--- config.mk ---
export PLATFORM = sky130hd
export DESIGN_NAME = prefetcher_deep_flat
export DESIGN_NICKNAME = d
export VERILOG_FILES = /design/src/rtl/prefetch_pkg.sv /design/src/rtl/prefetcher_deep_if.sv /design/src/rtl/prefetcher_deep_sync_fifo.sv /design/src/rtl/prefetcher_deep.sv /design/src/flat_wrapper.sv
export SDC_FILE = /design/constraint.sdc
export NUM_CORES = 1
export LEC_CHECK = 0
export ABC_AREA = 1
export BUFFER_PORTS_ARGS = -buffer_cell sky130_fd_sc_hd__buf_4
export CAP_MARGIN = 5
export CORE_MARGIN = 5
export CORE_UTILIZATION = 45
export CTS_CLUSTER_SIZE = 30
export DETAILED_ROUTE_END_ITERATION = 12
export MAX_ROUTING_LAYER = met4
export PLACE_DENSITY_LB_ADDON = 0.15
export SLEW_MARGIN = 20
export SYNTH_ARGS = -nofsm -noshare
export SYNTH_HDL_FRONTEND = slang
export SYNTH_HIERARCHICAL = 1
export SYNTH_SLANG_ARGS = --single-unit
export TNS_END_PERCENT = 20
--- constraint.sdc ---
create_clock -name clk -period 5.2 [get_ports clk]
set_input_delay 0 -clock clk [delete_from_list [all_inputs] [get_ports clk]]
set_output_delay 0 -clock clk [all_outputs]
set_load 0.05 [all_outputs]
--- src/rtl/prefetch_pkg.sv ---
// prefetch_pkg
// Definitions shared by the prefetcher and the TX/RX serial engines: the
// width and encoding of the TX command header, plus a helper that sizes
// the request/credit counters.
package prefetch_pkg;

  localparam int TX_CMD_BITS = 4;

  // Header that asks the memory for one 16-bit word.
  localparam logic [TX_CMD_BITS-1:0] TX_HEADER_READ_16 = 4'h3;

  // Width of a counter that must hold every value from 0 to depth.
  function automatic int ctr_bits(input int depth);
    return $clog2(depth + 1);
  endfunction

endpackage

--- src/rtl/prefetcher_deep_if.sv ---
// prefetcher_deep_if
// Groups the signals between the prefetcher, the decoder and the serial
// engines.
//   master : the prefetcher (drives inst*, tx_command*, tx_data, in_flight)
//   slave  : its environment (decoder, TX engine, RX engine)
// Decoder side : inst, inst_pc, inst_valid, inst_ready, jump, jump_target
// TX side      : tx_command_valid, tx_command, tx_command_started,
//                tx_data, tx_data_next, tx_counter
// RX side      : rx_data_valid, rx_pins, rx_done
// Status       : in_flight
interface prefetcher_deep_if
  import prefetch_pkg::*;
#(
  parameter int IO_BITS        = 2,
  parameter int PAYLOAD_CYCLES = 8,
  parameter int DEPTH          = 4
) ();
  localparam int INST_BITS = IO_BITS * PAYLOAD_CYCLES;
  localparam int CW        = ctr_bits(DEPTH);
  localparam int TCW       = $clog2(PAYLOAD_CYCLES);

  logic [INST_BITS-1:0]   inst;
  logic [INST_BITS-1:0]   inst_pc;
  logic                   inst_valid;
  logic                   inst_ready;
  logic                   jump;
  logic [INST_BITS-1:0]   jump_target;
  logic                   tx_command_valid;
  logic [TX_CMD_BITS-1:0] tx_command;
  logic                   tx_command_started;
  logic [IO_BITS-1:0]     tx_data;
  logic                   tx_data_next;
  logic [TCW-1:0]         tx_counter;
  logic                   rx_data_valid;
  logic [IO_BITS-1:0]     rx_pins;
  logic                   rx_done;
  logic [CW-1:0]          in_flight;

  modport master (
    output inst, inst_pc, inst_valid, tx_command_valid, tx_command,
           tx_data, in_flight,
    input  inst_ready, jump, jump_target, tx_command_started, tx_data_next,
           tx_counter, rx_data_valid, rx_pins, rx_done
  );

  modport slave (
    input  inst, inst_pc, inst_valid, tx_command_valid, tx_command,
           tx_data, in_flight,
    output inst_ready, jump, jump_target, tx_command_started, tx_data_next,
           tx_counter, rx_data_valid, rx_pins, rx_done
  );

endinterface

--- src/rtl/prefetcher_deep_sync_fifo.sv ---
// sync_fifo
// Small first-word-fall-through queue used to hold fetched {pc, word}
// entries. The head entry is presented combinationally on o_data.
// Ports:
//   clk, reset      : clock, synchronous active-high reset
//   i_push, i_data  : write an entry (ignored when full or flushing)
//   i_pop           : drop the head entry (ignored when empty or flushing)
//   i_flush         : discard every entry this cycle
//   o_data          : head entry
//   o_empty, o_full : status flags
//   o_count         : number of stored entries
module sync_fifo #(
  parameter int DEPTH = 4,
  parameter int BITS  = 32
) (
  input  logic                       clk,
  input  logic                       reset,
  input  logic                       i_push,
  input  logic                       i_pop,
  input  logic                       i_flush,
  input  logic [BITS-1:0]            i_data,
  output logic [BITS-1:0]            o_data,
  output logic                       o_empty,
  output logic                       o_full,
  output logic [$clog2(DEPTH+1)-1:0] o_count
);
  localparam int CW = $clog2(DEPTH + 1);
  localparam int PW = (DEPTH > 1) ? $clog2(DEPTH) : 1;

  logic [BITS-1:0] r_mem [DEPTH];
  logic [PW-1:0]   r_rd_ptr;
  logic [PW-1:0]   r_wr_ptr;
  logic [CW-1:0]   r_count;
  logic            w_push;
  logic            w_pop;

  // Pointers wrap explicitly so DEPTH need not be a power of two.
  function automatic logic [PW-1:0] ptr_inc(input logic [PW-1:0] p);
    return (p == PW'(DEPTH - 1)) ? '0 : p + PW'(1);
  endfunction

  assign o_empty = (r_count == '0);
  assign o_full  = (r_count == CW'(DEPTH));
  assign o_count = r_count;
  assign o_data  = r_mem[r_rd_ptr];

  assign w_push = i_push && !o_full  && !i_flush;
  assign w_pop  = i_pop  && !o_empty && !i_flush;

  always_ff @(posedge clk) begin
    if (w_push) begin
      r_mem[r_wr_ptr] <= i_data;
    end
  end

  always_ff @(posedge clk) begin
    if (reset || i_flush) begin
      r_rd_ptr <= '0;
      r_wr_ptr <= '0;
      r_count  <= '0;
    end else begin
      if (w_push) r_wr_ptr <= ptr_inc(r_wr_ptr);
      if (w_pop)  r_rd_ptr <= ptr_inc(r_rd_ptr);
      r_count <= r_count + CW'(w_push) - CW'(w_pop);
    end
  end

endmodule

--- src/rtl/prefetcher_deep.sv ---
// prefetcher_deep
// Instruction prefetcher for the serial memory bus. Issues READ_16
// commands whenever credit allows, serialises the latched request address
// LSB-first, assembles replies into words and queues them with their fetch
// address for the decoder. A jump redirects fetching and discards every
// reply that was already requested.
// Ports:
//   clk   : clock
//   reset : synchronous active-high reset
//   bus   : prefetcher_deep_if.master (decoder, TX engine, RX engine)
module prefetcher_deep
  import prefetch_pkg::*;
#(
  parameter int IO_BITS        = 2,
  parameter int PAYLOAD_CYCLES = 8,
  parameter int DEPTH          = 4,
  parameter int PC_STEP        = 2,
  parameter logic [IO_BITS*PAYLOAD_CYCLES-1:0] RESET_PC = 16'hfffc
) (
  input logic              clk,
  input logic              reset,
  prefetcher_deep_if.master bus
);
  localparam int INST_BITS  = IO_BITS * PAYLOAD_CYCLES;
  localparam int PC_BITS    = INST_BITS;
  localparam int CW         = ctr_bits(DEPTH);
  localparam int ENTRY_BITS = PC_BITS + INST_BITS;

  logic [PC_BITS-1:0]    r_fetch_pc;
  logic [PC_BITS-1:0]    r_tx_addr;
  logic [PC_BITS-1:0]    r_resp_pc;
  logic [CW-1:0]         r_in_flight;
  logic [CW-1:0]         r_discard;
  logic [INST_BITS-1:0]  r_sreg;

  logic [CW-1:0]         w_in_flight_next;
  logic [CW-1:0]         w_occ;
  logic [INST_BITS-1:0]  w_sreg_next;
  logic [ENTRY_BITS-1:0] w_head;
  logic                  w_start;
  logic                  w_done;
  logic                  w_push;
  logic                  w_pop;
  logic                  w_empty;
  logic                  w_full;
  logic [IO_BITS-1:0]    w_slice [PAYLOAD_CYCLES];

  assign w_start = bus.tx_command_started;
  assign w_done  = bus.rx_done;

  // The word being completed includes the beat arriving this cycle.
  assign w_sreg_next = {bus.rx_pins, r_sreg[INST_BITS-1:IO_BITS]};

  assign w_in_flight_next = r_in_flight + CW'(w_start) - CW'(w_done);

  // A reply is kept only when nothing older is owed to a jump, and never
  // in a jump cycle (the jump already counted it in w_in_flight_next).
  assign w_push = w_done && (r_discard == '0) && !bus.jump;
  assign w_pop  = !w_empty && bus.inst_ready && !bus.jump;

  sync_fifo #(
    .DEPTH (DEPTH),
    .BITS  (ENTRY_BITS)
  ) u_queue (
    .clk     (clk),
    .reset   (reset),
    .i_push  (w_push),
    .i_pop   (w_pop),
    .i_flush (bus.jump),
    .i_data  ({r_resp_pc, w_sreg_next}),
    .o_data  (w_head),
    .o_empty (w_empty),
    .o_full  (w_full),
    .o_count (w_occ)
  );

  // Address slices for each payload beat, LSB slice first.
  for (genvar gi = 0; gi < PAYLOAD_CYCLES; gi++) begin : g_slice
    assign w_slice[gi] = r_tx_addr[gi*IO_BITS +: IO_BITS];
  end

  assign bus.tx_data    = w_slice[bus.tx_counter];
  assign bus.tx_command = TX_HEADER_READ_16;

  // Credit: every issued request must have a guaranteed queue slot, so
  // outstanding requests plus queued words may not exceed DEPTH.
  assign bus.tx_command_valid =
    ({1'b0, r_in_flight} + {1'b0, w_occ}) < (CW + 1)'(DEPTH);

  assign bus.inst       = w_head[INST_BITS-1:0];
  assign bus.inst_pc    = w_head[ENTRY_BITS-1:INST_BITS];
  assign bus.inst_valid = !w_empty;
  assign bus.in_flight  = r_in_flight;

  always_ff @(posedge clk) begin
    if (reset) begin
      r_fetch_pc  <= RESET_PC;
      r_tx_addr   <= RESET_PC;
      r_resp_pc   <= RESET_PC;
      r_in_flight <= '0;
      r_discard   <= '0;
      r_sreg      <= '0;
    end else begin
      r_in_flight <= w_in_flight_next;
      if (bus.rx_data_valid) r_sreg <= w_sreg_next;

      // A command started in a jump cycle still transmits the old address;
      // its reply is covered by the discard count below.
      if (w_start) r_tx_addr <= r_fetch_pc;

      if (bus.jump) begin
        r_fetch_pc <= bus.jump_target;
        r_resp_pc  <= bus.jump_target;
        r_discard  <= w_in_flight_next;
      end else begin
        if (w_start) r_fetch_pc <= r_fetch_pc + PC_BITS'(PC_STEP);
        if (w_done && (r_discard != '0)) r_discard <= r_discard - CW'(1);
        if (w_push) r_resp_pc <= r_resp_pc + PC_BITS'(PC_STEP);
      end
    end
  end

  // The credit rule makes a push into a full queue impossible, and a TX
  // payload beat always belongs to a request that has not yet returned.
  always_ff @(posedge clk) begin
    if (!reset) begin
      assert (!(w_push && w_full));
      assert (!bus.tx_data_next || (r_in_flight != '0));
    end
  end

endmodule

--- src/flat_wrapper.sv ---
// flat-port wrapper written by rule: the top's interface ports become plain ports
module prefetcher_deep_flat import prefetch_pkg::*;
#(
  parameter int IO_BITS        = 2,
  parameter int PAYLOAD_CYCLES = 8,
  parameter int DEPTH          = 4,
  parameter int PC_STEP        = 2,
  parameter logic [IO_BITS*PAYLOAD_CYCLES-1:0] RESET_PC = 16'hfffc
)
  (clk, reset, bus_inst, bus_inst_pc, bus_inst_valid, bus_tx_command_valid, bus_tx_command, bus_tx_data, bus_in_flight, bus_inst_ready, bus_jump, bus_jump_target, bus_tx_command_started, bus_tx_data_next, bus_tx_counter, bus_rx_data_valid, bus_rx_pins, bus_rx_done);
  prefetcher_deep_if #(.IO_BITS(IO_BITS), .PAYLOAD_CYCLES(PAYLOAD_CYCLES), .DEPTH(DEPTH)) bus_i ();
  input logic clk;
  input logic reset;
  output wire logic [$bits(bus_i.inst)-1:0] bus_inst;
  output wire logic [$bits(bus_i.inst_pc)-1:0] bus_inst_pc;
  output wire logic [$bits(bus_i.inst_valid)-1:0] bus_inst_valid;
  output wire logic [$bits(bus_i.tx_command_valid)-1:0] bus_tx_command_valid;
  output wire logic [$bits(bus_i.tx_command)-1:0] bus_tx_command;
  output wire logic [$bits(bus_i.tx_data)-1:0] bus_tx_data;
  output wire logic [$bits(bus_i.in_flight)-1:0] bus_in_flight;
  input wire logic [$bits(bus_i.inst_ready)-1:0] bus_inst_ready;
  input wire logic [$bits(bus_i.jump)-1:0] bus_jump;
  input wire logic [$bits(bus_i.jump_target)-1:0] bus_jump_target;
  input wire logic [$bits(bus_i.tx_command_started)-1:0] bus_tx_command_started;
  input wire logic [$bits(bus_i.tx_data_next)-1:0] bus_tx_data_next;
  input wire logic [$bits(bus_i.tx_counter)-1:0] bus_tx_counter;
  input wire logic [$bits(bus_i.rx_data_valid)-1:0] bus_rx_data_valid;
  input wire logic [$bits(bus_i.rx_pins)-1:0] bus_rx_pins;
  input wire logic [$bits(bus_i.rx_done)-1:0] bus_rx_done;
  assign bus_inst = bus_i.inst;
  assign bus_inst_pc = bus_i.inst_pc;
  assign bus_inst_valid = bus_i.inst_valid;
  assign bus_tx_command_valid = bus_i.tx_command_valid;
  assign bus_tx_command = bus_i.tx_command;
  assign bus_tx_data = bus_i.tx_data;
  assign bus_in_flight = bus_i.in_flight;
  assign bus_i.inst_ready = bus_inst_ready;
  assign bus_i.jump = bus_jump;
  assign bus_i.jump_target = bus_jump_target;
  assign bus_i.tx_command_started = bus_tx_command_started;
  assign bus_i.tx_data_next = bus_tx_data_next;
  assign bus_i.tx_counter = bus_tx_counter;
  assign bus_i.rx_data_valid = bus_rx_data_valid;
  assign bus_i.rx_pins = bus_rx_pins;
  assign bus_i.rx_done = bus_rx_done;
  prefetcher_deep #(.IO_BITS(IO_BITS), .PAYLOAD_CYCLES(PAYLOAD_CYCLES), .DEPTH(DEPTH), .PC_STEP(PC_STEP), .RESET_PC(RESET_PC)) u_core (.clk(clk), .reset(reset), .bus(bus_i));
endmodule
Word level (Yosys, flattened, before mapping). Memory sizes are Yosys's and may differ from the RTL's. A register that Yosys moved wholly into a read port is not among the register bits. Index checks and enable logic that the tools add are counted.

Register bits: 77. Input bits: 29. Output and inout port bits: 43. Word-level logic and storage cells: 60. Bits in writable memories: 128. Memories: 1.

Memories: u_core.u_queue.r_mem (depth 4, width 32, rd ports 1, clocked after Yosys merged registers in 1, wr ports 1, line prefetcher_deep_sync_fifo.sv:30) `logic [BITS-1:0] r_mem [DEPTH];`.

Order comparisons: 2. Mux-type cells: 15. Add/sub/neg operators: 10. Bitwise gates (word level): 1. Reduce and logical (&&, ||, !) cells: 19. Equal/unequal tests: 3.

Operators by type and width (count): $mux 16 (4); $add 16x2->16 const B (2); $mux 2 (6); $logic_and 1x1->1 (9); $add 3x1->3 (2); $bmux 2 s3 (1); $logic_not 3->1 (2); $mux 3 (2); $reduce_bool 2->1 (3); $sub 3x1->3 (2); $add 2x1->2 const B (2); $add 3x3->4 (1); $eq 2x2->1 const B (2); $ge 4x4->1 const B (1); $lt 4x3->1 const B (1); $not 3->4 (1); $eq 3x3->1 const B (1); $logic_not 1->1 (3); $reduce_bool 3->1 (1); $sub 3x1->3 const B (1); $mux 1 (2); $logic_or 1x1->1 (1).

Logic depth before layout (Yosys ltp). Gate-level depths: netlist (run 1).

Word-level depth: 8. Gate-level depth with buffers: 16. Mapped depth without buffers: 16.

By module. The synthesis (run 1) kept the hierarchy.

By module, submodules not included: sync_fifo (sequential area each 4023.9 um2, area an instance 5302.6 um2, times used 1, cells an instance 385); prefetcher_deep (sequential area each 1361.3 um2, area an instance 3427.0 um2, times used 1, cells an instance 489).

Worst setup path after synthesis (run 1). OpenSTA, ideal clock, no wires.

Path type: flip-flop to flip-flop. Start: reg u_core.r_discard[0]. End: mem u_core.u_queue.r_mem[0][0], enable pin. Cell stages (with the launch flop): 11. Buffers on the path: 0. Setup time: 0.421 ns. Arrival: 2.650 ns. Clock period less this slack: 3.071 ns. Setup slack: 2.129 ns. Required time: 4.779 ns. Cells stage by stage: dfxtp_1 -> inv_1 -> ha_1 -> inv_1 -> nor2_2 -> nand2_2 -> nor2_4 -> inv_1 -> nor2_1 -> nand2_1 -> nor2_1.

Longest elaborated chain between the ends: 7.

RTL lines: start: declaration (line prefetcher_deep.sv:33) `logic [CW-1:0] r_discard;`; start signal: assignment (line prefetcher_deep.sv:114) `r_discard <= w_in_flight_next;`; start signal: assignment (line prefetcher_deep.sv:117) `if (w_done && (r_discard != '0)) r_discard <= r_discard - CW'(1);`; $logic_not 3->1 (line prefetcher_deep.sv:58) `assign w_push = w_done && (r_discard == '0) && !bus.jump;`; $logic_and 1x1->1 (2 in series) (line prefetcher_deep.sv:58); named net u_core.w_push (line prefetcher_deep.sv:42) `logic w_push;`; $logic_and 1x1->1 (2 in series) (line prefetcher_deep_sync_fifo.sv:47) `assign w_push = i_push && !o_full && !i_flush;`; $mux 1 (line prefetcher_deep_sync_fifo.sv:51) `if (w_push) begin`; $mux 1 (implied by the code) (line prefetcher_deep_sync_fifo.sv:52) `r_mem[r_wr_ptr] <= i_data;`; end: declaration (line prefetcher_deep_sync_fifo.sv:30).

The timed path passes the listed nets, and every way through them passes these cells.

Worst setup path in the final report (run 1).
Start: reg u_core.r_discard[1]. End: mem u_core.u_queue.r_mem[2][31], enable pin.

Same word-level chain as after synthesis.

==> results of run 1 <==
registers in the layout (all words and copies together), names as in the netlist, 3 cells and up, named ones only:
name                    count
u_core/r_sreg              14
u_core/bus.in_flight        3
u_core/u_queue/o_count      3
u_core/u_queue/r_mem      128
u_core/r_fetch_pc          16
u_core/r_tx_addr           16
u_core/r_resp_pc           16
u_core/r_discard            3
worst paths after layout:
check	cells after the start	startpoint	slack, ns	end
max	10	u_core/r_discard[1]	2.23	u_core/u_queue/r_mem[2][31]
min	3	bus_jump	0.03	u_core/r_resp_pc[0]
max reg2reg	10	u_core/r_discard[1]	2.23	u_core/u_queue/r_mem[2][31]
min reg2reg	2	u_core/r_tx_addr[3]	0.45	u_core/r_tx_addr[3]
power groups by stage:
stage / logic [µW] / clock network, µW / registers (µW)
6_report: 379 / 1630 / 1860
5_1_grt: 424 / 1740 / 1870
4_1_cts: 382 / 1670 / 1860
3_5_place_dp: 364 / 0 / 1890
3_3_place_gp: 359 / 0 / 1890
2_1_floorplan: 252 / 0 / 1890
stage by stage:
step	hold slack (ns)	setup WS [ns]
4_1_cts	0.00752	2.15
2_1_floorplan	0.0989	2.13
6_report	0.0264	2.23
3_5_place_dp	0.217	2.17
3_3_place_gp	0.219	2.20
5_1_grt	0.0323	1.98
repair_timing:
item / 4_1_cts / 5_1_grt
setup buffers: 0 / 0
endpoints found under the setup margin: 0 / 0
endpoints found under the hold margin: 63 / 0
hold buffers: 26 / 0
critical path, delay by kind of cell (launching register included):
family | cells | cell delay [ns]
fa+ha+maj | 1 | 0.15
simple gates | 6 | 1.89
buf+inv | 3 | 0.22
flops | 1 | 0.30
metal layers:
layer / part of all wire [%] / track usage, %
met1: 46 / 23.0
met4: 1.4 / 3.80
met3: 4.0 / 2.31
met5: 0 / -
met2: 49 / 28.8
cell type report:
| cell class | count | share of cell area (%) |
|---|---|---|
| clock buffer | 25 | 5.60 |
| tap | 265 | 3.19 |
| sequential | 205 | 51.8 |
| inverter | 68 | 2.53 |
| clock inverter | 15 | 1.90 |
| timing repair buffer | 96 | 7.68 |
| multi-input combinational | 561 | 27.3 |
==> impl_results.md, run 1 <==
- CP max stage cell: nor2_4
- Critical Path End Type: register
- Num CTS Buffers: 22
- ANT cells: 0
- Final hold vios: 0
- Largest net degree at the start of global routing: 65
- Yosys warns: 6
- Row count: 51
- Crit path cell chain: inv_1, ha_1, inv_1, nor2_2, nand2_2, nor2_4, inv_1, nor2_1, nand2_1, nor2_4
- Lkg Pwr: 0.00410 µW
- Initial Utilization: 45.3%
- Slew Limit Headroom: 27.3%
- WL/cell: 15.1 µm
- Drt via density: 5.03
- Final core utilization: 54.0%
- Combinational share of power: 9.8%
- RSZ-0062 raised after global routing: no
- Crit Path Category: register to register
- Final std cells w/o fill: 1235
- Pwr/cell area: 371 nW/µm²
- Final Total Pwr: 3860 µW
- Vias in the first global route: 5860
- Setup tns final: 0 ns
- Sw Share: 23.9%
- Global route overflow: 0
- Ports: 72
- Post-Syn Area: 8730 µm²
- Area post-placement: 9340 µm²
- Area of the multi-input gates: 2840 µm²
- CTS Buffer Depth: 3
- WL final: 18.7 mm
- Clock power share: 42.1%
- Initial antenna violation count: 0
- Critical Path Max Stage Delay: 0.91 ns
- Placer congestion estimate: 0.816
- Post-Syn Instances: 873
- Port Buffers: 66
- Critical path launch point type: register
- CTS sink count: 205
- WP data required: 5.30 ns
- Status: complete, no violations
- First-pass GRT wire length: 30.5 mm
- Worst-margin pin slew: 1.09 ns
- Die Area: 22300 µm²
- CP dominant cell by count: inv_1
- GRT Util Overall: 17.3%
- Initial DRC count: 317
- Post-layout minimum cycle time: 2.97 ns
- Fmax: 0.336 GHz
- Layout fillers: 1793
- Sw Pwr: 924 µW
- FF/Latch Area: 5390 µm²
- Clock slew at reported path FFs: 0.06 ns
- DRT antenna net count: 0
- Clock H-tree levels: 1
- Syn_area_per_cell: 10.0 µm²
- Final period util: 57.2%
- Int Power: 2940 µW
- Core Region: 19300 µm²
- Root Driver: clkbuf_16
- Die Span Y: 149 µm
- Via count: 6208
- Cts repair resizes: 0
- Reg power frac: 48.0%
- Max VDD drop: 244 µV
- Most frequent cells in the layout: 138 x nor2_1, 128 x edfxtp_1, 125 x nand2_1, 76 x dfxtp_1, 70 x o21ai_0
- Layout cells sized above 1: 12.9%
- Arrival @ worst endpoint: 3.08 ns
- Max-Cap Viols: 0
- Setup Skew: 0.0104 ns
- Die width: 149 µm
- Setup Viol. Count Final: 0
- Hold Crit Class: input port to register
- Clock Latency Late Sink: 0.49 ns
- Drt drc: 0
- Dpl cells: 1168
- Layout area overhead: 19.2%
- Most common cell after layout, fill and taps aside: nor2_1
- Nets: 1000
- Dpl hpwl: 11.7 mm
- CTS tree: done
- Crit path max fanout: 32
- Drt pass-1 iters: 5
- Final instance area: 10400 µm²
- Final slew viol count: 0
(Power assumes the default switching activity.)
==> run 2, diff against run 1 <==
==> constraint.sdc (replaced) <==
create_clock -name clk -period 2.7 [get_ports clk]
set_input_delay 0 -clock clk [delete_from_list [all_inputs] [get_ports clk]]
set_output_delay 0 -clock clk [all_outputs]
set_load 0.05 [all_outputs]
==> impl_results.md, run 2 (synthesized netlist as in run 1, its figures left out) <==
- Status: complete, no violations (unchanged)
- CTS tree: done (unchanged)
- CTS sink count: 205 (unchanged)
- GRT Util Overall: 17.7% (was 17.3%)
- Clock slew at reported path FFs: 0.06 ns (about the same)
- Initial Utilization: 45.3% (unchanged)
- Pwr/cell area: 689 nW/µm² (was 371 nW/µm²)
- Clock H-tree levels: 1 (unchanged)
- Initial antenna violation count: 0 (unchanged)
- Arrival @ worst endpoint: 2.74 ns (was 3.08 ns)
- Max reg flops: 128 (unchanged)
- DRT antenna net count: 0 (unchanged)
- Drt drc: 0 (unchanged)
- PnR worst setup slack: 0.343 ns (was 2.23 ns)
- Final slew viol count: 0 (unchanged)
- WP data required: 3.09 ns (was 5.30 ns)
- CP top delay family: adder cells (was simple AND/OR/NAND/NOR gates)
- Dpl hpwl: 11.8 mm (was 11.7 mm)
- Final period util: 87.3% (was 57.2%)
- Via count: 6262 (was 6208)
- Initial DRC count: 459 (was 317)
- WHS Path Cells: 3 (unchanged)
- First-pass GRT wire length: 31.0 mm (was 30.5 mm)
- Critical Path Max Stage Delay: 0.41 ns (was 0.91 ns)
- WL final: 19.1 mm (was 18.7 mm)
- WP buf/inv: 5 (was 3)
- Core Region: 19300 µm² (unchanged)
- Hold_ws: 0.0238 ns (was 0.0264 ns)
- Final std cells w/o fill: 1243 (was 1235)
- Layout area overhead: 19.5% (was 19.2%)
- Int Power: 5430 µW (was 2940 µW)
- Root Driver: clkbuf_16 (unchanged)
- RSZ-0062 raised after global routing: no (unchanged)
- CP dominant cell by count: inv_1 (unchanged)
- Row count: 51 (unchanged)
- CP max stage cell: dfxtp_1 (was nor2_4)
- Nets: 1009 (was 1000)
- Die Span Y: 149 µm (unchanged)
- Drt via density: 5.04 (was 5.03)
- Clock Latency Late Sink: 0.50 ns (was 0.49 ns)
- Combinational share of power: 10.3% (was 9.8%)
- Largest net degree at the start of global routing: 65 (unchanged)
- Post-layout minimum cycle time: 2.36 ns (was 2.97 ns)
- Setup Viol. Count Final: 0 (unchanged)
- Most frequent cells in the layout: 138 x nor2_1, 128 x edfxtp_1, 125 x nand2_1, 76 x dfxtp_1, 73 x buf_4 (was 138 x nor2_1, 128 x edfxtp_1, 125 x nand2_1, 76 x dfxtp_1, 70 x o21ai_0)
- Final hold vios: 0 (unchanged)
- Reg power frac: 49.7% (was 48.0%)
- Crit Path Category: register to register (unchanged)
- Fmax: 0.424 GHz (was 0.336 GHz)
- Layout cells sized above 1: 12.9% (about the same)
- Placement Setup Slack: 0.335 ns (was 2.17 ns)
- Worst-margin pin slew: 0.628 ns (was 1.09 ns)
- ANT cells: 0 (unchanged)
- Clock power share: 40.0% (was 42.1%)
- Critical Path End Type: register (unchanged)
- Drt pass-1 iters: 5 (unchanged)
- CTS Buffer Depth: 3 (unchanged)
- Slew Limit Headroom: 58.1% (was 27.3%)
- Crit path cell chain: nor2_1, nand2_1, inv_1, inv_1, nand2_1, nor2_1, inv_1, nor3_1, ha_1, inv_1, ha_1, inv_1, fa_1, a21oi_1, nor2_1 (was inv_1, ha_1, inv_1, nor2_2, nand2_2, nor2_4, inv_1, nor2_1, nand2_1, nor2_4)
- Max VDD drop: 468 µV (was 244 µV)
- Num CTS Buffers: 22 (unchanged)
- Sw Share: 24.6% (was 23.9%)
- Die width: 149 µm (unchanged)
- Vias in the first global route: 5980 (was 5860)
- Dpl cells: 1177 (was 1168)
- Global route overflow: 0 (unchanged)
- Max-Cap Viols: 0 (unchanged)
- Ports: 72 (unchanged)
- Setup Skew: 0.0101 ns (was 0.0104 ns)
- R2R Setup Slk: 0.34 ns (was 2.23 ns)
- Sw Pwr: 1770 µW (was 924 µW)
- Largest reg by FF count: u_core/u_queue/r_mem (unchanged)
- Lkg Pwr: 0.00412 µW (was 0.00410 µW)
- Number of cells on the critical path: 15 (was 10)
- Port Buffers: 66 (unchanged)
- Layout fillers: 1741 (was 1793)
- Die Area: 22300 µm² (unchanged)
- Setup tns final: 0 ns (unchanged)
- R2R cell count: 15 (was 10)
- Critical path launch point type: register (unchanged)
- Crit path max fanout: 5 (was 32)
- Final core utilization: 54.1% (was 54.0%)
- Most common cell after layout, fill and taps aside: nor2_1 (unchanged)
- WL/cell: 15.3 µm (was 15.1 µm)
- Placer congestion estimate: 0.816 (unchanged)
- Hold Crit Class: input port to register (unchanged)
- Postcts setup bufs: 0 (unchanged)
## run 2: worst reg2reg max path, stage by stage, from the launching register on
cell,delay (ns)
dfxtp_1,0.41
nor2_1,0.09
nand2_1,0.15
inv_1,0.08
inv_1,0.08
nand2_1,0.05
nor2_1,0.10
inv_1,0.06
nor3_1,0.18
ha_1,0.26
inv_1,0.05
ha_1,0.13
inv_1,0.05
fa_1,0.37
a21oi_1,0.13
nor2_1,0.06
## run 2: final timing paths
kind,start,end
worst max register to register,u_core/u_queue/o_count[1],u_core/u_queue/o_count[2]
worst min-delay path,bus_jump,u_core/r_resp_pc[0]
worst min register to register,u_core/r_tx_addr[3],u_core/r_tx_addr[3]
worst max-delay path,u_core/u_queue/o_count[1],u_core/u_queue/o_count[2]
## run 2: cell type report
| class | count | area [µm²] | share of cell area, % |
|---|---|---|---|
| sequential | 205 | 5390 | 51.6 |
| multi-input combinational | 561 | 2840 | 27.2 |
| timing repair buffer | 105 | 918 | 8.80 |
| clock buffer | 28 | 573 | 5.49 |
| tap | 265 | 332 | 3.18 |
| inverter | 68 | 263 | 2.52 |
| clock inverter | 11 | 119 | 1.14 |
## run 2: power by group through the flow
stage / Combinational, µW / Clock [µW] / Sequential, µW
after floorplan: 485 / 0 / 3640
after CTS: 747 / 2960 / 3580
final: 742 / 2870 / 3580
after global routing: 832 / 3100 / 3590
after detailed placement: 709 / 0 / 3640
after global placement: 701 / 0 / 3640
## run 2: metal layers
| metal | wire length (µm) | track usage (%) | vias up |
|---|---|---|---|
| met1 | 8690 | 23.5 | 2921 |
| met3 | 779 | 2.43 | 22 |
| met5 | 0 | - | - |
| met2 | 9280 | 29.0 | 129 |
| met4 | 324 | 4.44 | 0 |
| li1 | - | - | 3190 |
## run 2: timing repair
item / in CTS / in global routing
resized for setup: 0 / 0
hold endpoints to repair: 63 / 0
endpoints found under the setup margin: 0 / 0
hold buffers: 27 / 0
## run 2: per-stage QoR
step,area [µm²],power (µW)
5_1_grt,10400,7530
6_report,10400,7190
4_1_cts,10400,7290
3_3_place_gp,9470,4340
3_5_place_dp,9470,4350
2_1_floorplan,8730,4120
==> run 3, diff against run 2 <==
--- a/config.mk
+++ b/config.mk
@@ -10,8 +10,10 @@
 export CAP_MARGIN = 5
 export CORE_MARGIN = 5
 export CORE_UTILIZATION = 45
+export CTS_BUF_LIST = sky130_fd_sc_hd__clkbuf_8
 export CTS_CLUSTER_SIZE = 30
 export DETAILED_ROUTE_END_ITERATION = 12
+export HOLD_SLACK_MARGIN = 0.05
 export MAX_ROUTING_LAYER = met4
 export PLACE_DENSITY_LB_ADDON = 0.15
 export SLEW_MARGIN = 20
==> impl_results.md, run 3 (synthesized netlist as in run 1, its figures left out) <==
- Hold_ws: 0.275 ns (was 0.0238 ns)
- WP data required: 3.09 ns (about the same)
- GRT Util Overall: 18.0% (was 17.7%)
- Pwr/cell area: 656 nW/µm² (was 689 nW/µm²)
- Initial antenna violation count: 0 (unchanged)
- Final hold vios: 0 (unchanged)
- CTS tree: done (unchanged)
- Via count: 6401 (was 6262)
- Status: complete, no violations (unchanged)
- Vias in the first global route: 6170 (was 5980)
- Largest reg by FF count: u_core/u_queue/r_mem (unchanged)
- Ports: 72 (unchanged)
- Post-layout minimum cycle time: 2.34 ns (was 2.36 ns)
- CP max stage cell: dfxtp_1 (unchanged)
- Die Area: 22300 µm² (unchanged)
- Setup Viol. Count Final: 0 (unchanged)
- Dpl hpwl: 11.8 mm (unchanged)
- Worst-margin pin slew: 0.612 ns (was 0.628 ns)
- Port Buffers: 66 (unchanged)
- CP startpoint: u_core/u_queue/o_count[1] (unchanged)
- Max-Cap Viols: 0 (unchanged)
- CP dominant cell by count: inv_1 (unchanged)
- Arrival @ worst endpoint: 2.73 ns (was 2.74 ns)
- Critical Path Max Stage Delay: 0.41 ns (about the same)
- Root Driver: clkbuf_8 (was clkbuf_16)
- Global route overflow: 0 (unchanged)
- Final slew viol count: 0 (unchanged)
- Nets: 1028 (was 1009)
- Num CTS Buffers: 35 (was 22)
- Final core utilization: 54.1% (about the same)
- Slew Limit Headroom: 59.1% (was 58.1%)
- WL/cell: 15.2 µm (was 15.3 µm)
- Layout cells sized above 1: 13.9% (was 12.9%)
- Drt via density: 5.04 (about the same)
- DRT antenna net count: 0 (unchanged)
- Most frequent cells in the layout: 138 x nor2_1, 128 x edfxtp_1, 125 x nand2_1, 76 x dfxtp_1, 74 x inv_1 (was 138 x nor2_1, 128 x edfxtp_1, 125 x nand2_1, 76 x dfxtp_1, 73 x buf_4)
- Crit Path Category: register to register (unchanged)
- Final period util: 86.8% (was 87.3%)
- Drt pass-1 iters: 5 (unchanged)
- Critical Path End Type: register (unchanged)
- Die Span Y: 149 µm (unchanged)
- R2R Path Start: u_core/u_queue/o_count[1] (unchanged)
- Fmax: 0.427 GHz (was 0.424 GHz)
- Layout area overhead: 19.6% (was 19.5%)
- Row count: 51 (unchanged)
- Clock H-tree levels: 2 (was 1)
- Drt drc: 0 (unchanged)
- Initial DRC count: 362 (was 459)
- CTS sink count: 205 (unchanged)
- Setup Skew: 0.0115 ns (was 0.0101 ns)
- Critical path launch point type: register (unchanged)
- PnR worst setup slack: 0.357 ns (was 0.343 ns)
- Max reg flops: 128 (unchanged)
- Hold Crit Class: input port to register (unchanged)
- Crit path max fanout: 5 (unchanged)
- Die width: 149 µm (unchanged)
- Core Region: 19300 µm² (unchanged)
- Min-delay src: bus_rx_pins[1] (was bus_jump)
- Placement Setup Slack: 0.335 ns (unchanged)
- RSZ-0062 raised after global routing: no (unchanged)
- Crit path cell chain: nor2_1, nand2_1, inv_1, inv_1, nand2_1, nor2_1, inv_1, nor3_1, ha_1, inv_1, ha_1, inv_1, fa_1, a21oi_1, nor2_1 (unchanged)
- WL final: 19.3 mm (was 19.1 mm)
- Final Total Pwr: 6840 µW (was 7190 µW)
- Layout fillers: 1776 (was 1741)
- Largest net degree at the start of global routing: 65 (unchanged)
- Max VDD drop: 593 µV (was 468 µV)
- First-pass GRT wire length: 31.5 mm (was 31.0 mm)
- CTS Buffer Depth: 3 (unchanged)
- Clock slew at reported path FFs: 0.06 ns (about the same)
- Clock Latency Late Sink: 0.50 ns (about the same)
- Initial Utilization: 45.3% (unchanged)
- Lkg Pwr: 0.00417 µW (was 0.00412 µW)
- Cts repair resizes: 0 (unchanged)
- Placer congestion estimate: 0.816 (unchanged)
- Most common cell after layout, fill and taps aside: nor2_1 (unchanged)
==> run 3: cell count changes in the layout (fill, tap and decap cells not counted) <==
| cell | previous run | this run |
|---|---|---|
| inv_1 | 63 | 74 |
| diode_2 | 0 | 1 |
| inv_8 | 2 | 1 |
| clkinv_8 | 1 | 0 |
| dlygate4sd3_1 | 27 | 33 |
| clkbuf_1 | 6 | 0 |
| clkbuf_16 | 22 | 0 |
| clkinv_1 | 4 | 6 |
| clkbuf_8 | 0 | 40 |
| bufinv_16 | 2 | 0 |
==> run 3: what timing repair did <==
item / 4_1_cts / 5_1_grt
setup buffers: 0 / 0
hold buffers: 33 / 0
hold endpoints to repair: 65 / 0
==> run 3: worst paths after layout <==
kind	endpoint	slack, ns	cells after the start
worst min-delay path	u_core/u_queue/r_mem[1][15]	0.28	2
worst min register to register	u_core/r_tx_addr[3]	0.45	2
worst max register to register	u_core/u_queue/o_count[2]	0.36	15
worst max-delay path	u_core/u_queue/o_count[2]	0.36	15
==> run 3: critical path, delay by kind of cell, from the launching register on <==
family	cells	cell delay [ns]
compound gates	1	0.13
buf+inv	5	0.32
simple gates	6	0.62
fa+ha+maj	3	0.76
flops	1	0.41
==> run 3: power by group <==
group          switching, µW  total (µW)  leakage (µW)  internal, µW
sequential               119        3580       0.00180          3460
combinational            477         750       0.00200           273
clock                   1170        2510      0.000370          1340
==> run 3: layout make-up <==
class                   count  area [µm²]  area share, %
clock buffers              40         551           5.28
repair buffers            111         978           9.38
well taps                 265         332           3.18
inverters                  68         263           2.52
flip-flops and latches    205        5390           51.6
clock inverters            20        80.1          0.768
multi-input cells         561        2840           27.2
diodes                      1        2.50         0.0240
==> run 3: per-layer routing <==
layer	part of all wire [%]	vias to the layer above	GRT usage, %
met5	0	-	-
met1	46	2972	23.6
met2	47	153	28.9
met3	5.1	35	3.37
li1	-	3241	-
met4	1.7	0	5.22
==> run 3: metrics by stage <==
stage	std cells	TNS, ns	cell area (µm²)
after floorplan	875	-47.47	8730
after global placement	1177	0	9470
after detailed placement	1177	0	9470
after CTS	1270	0	10400
after global routing	1270	0	10400
final	1271	0	10400
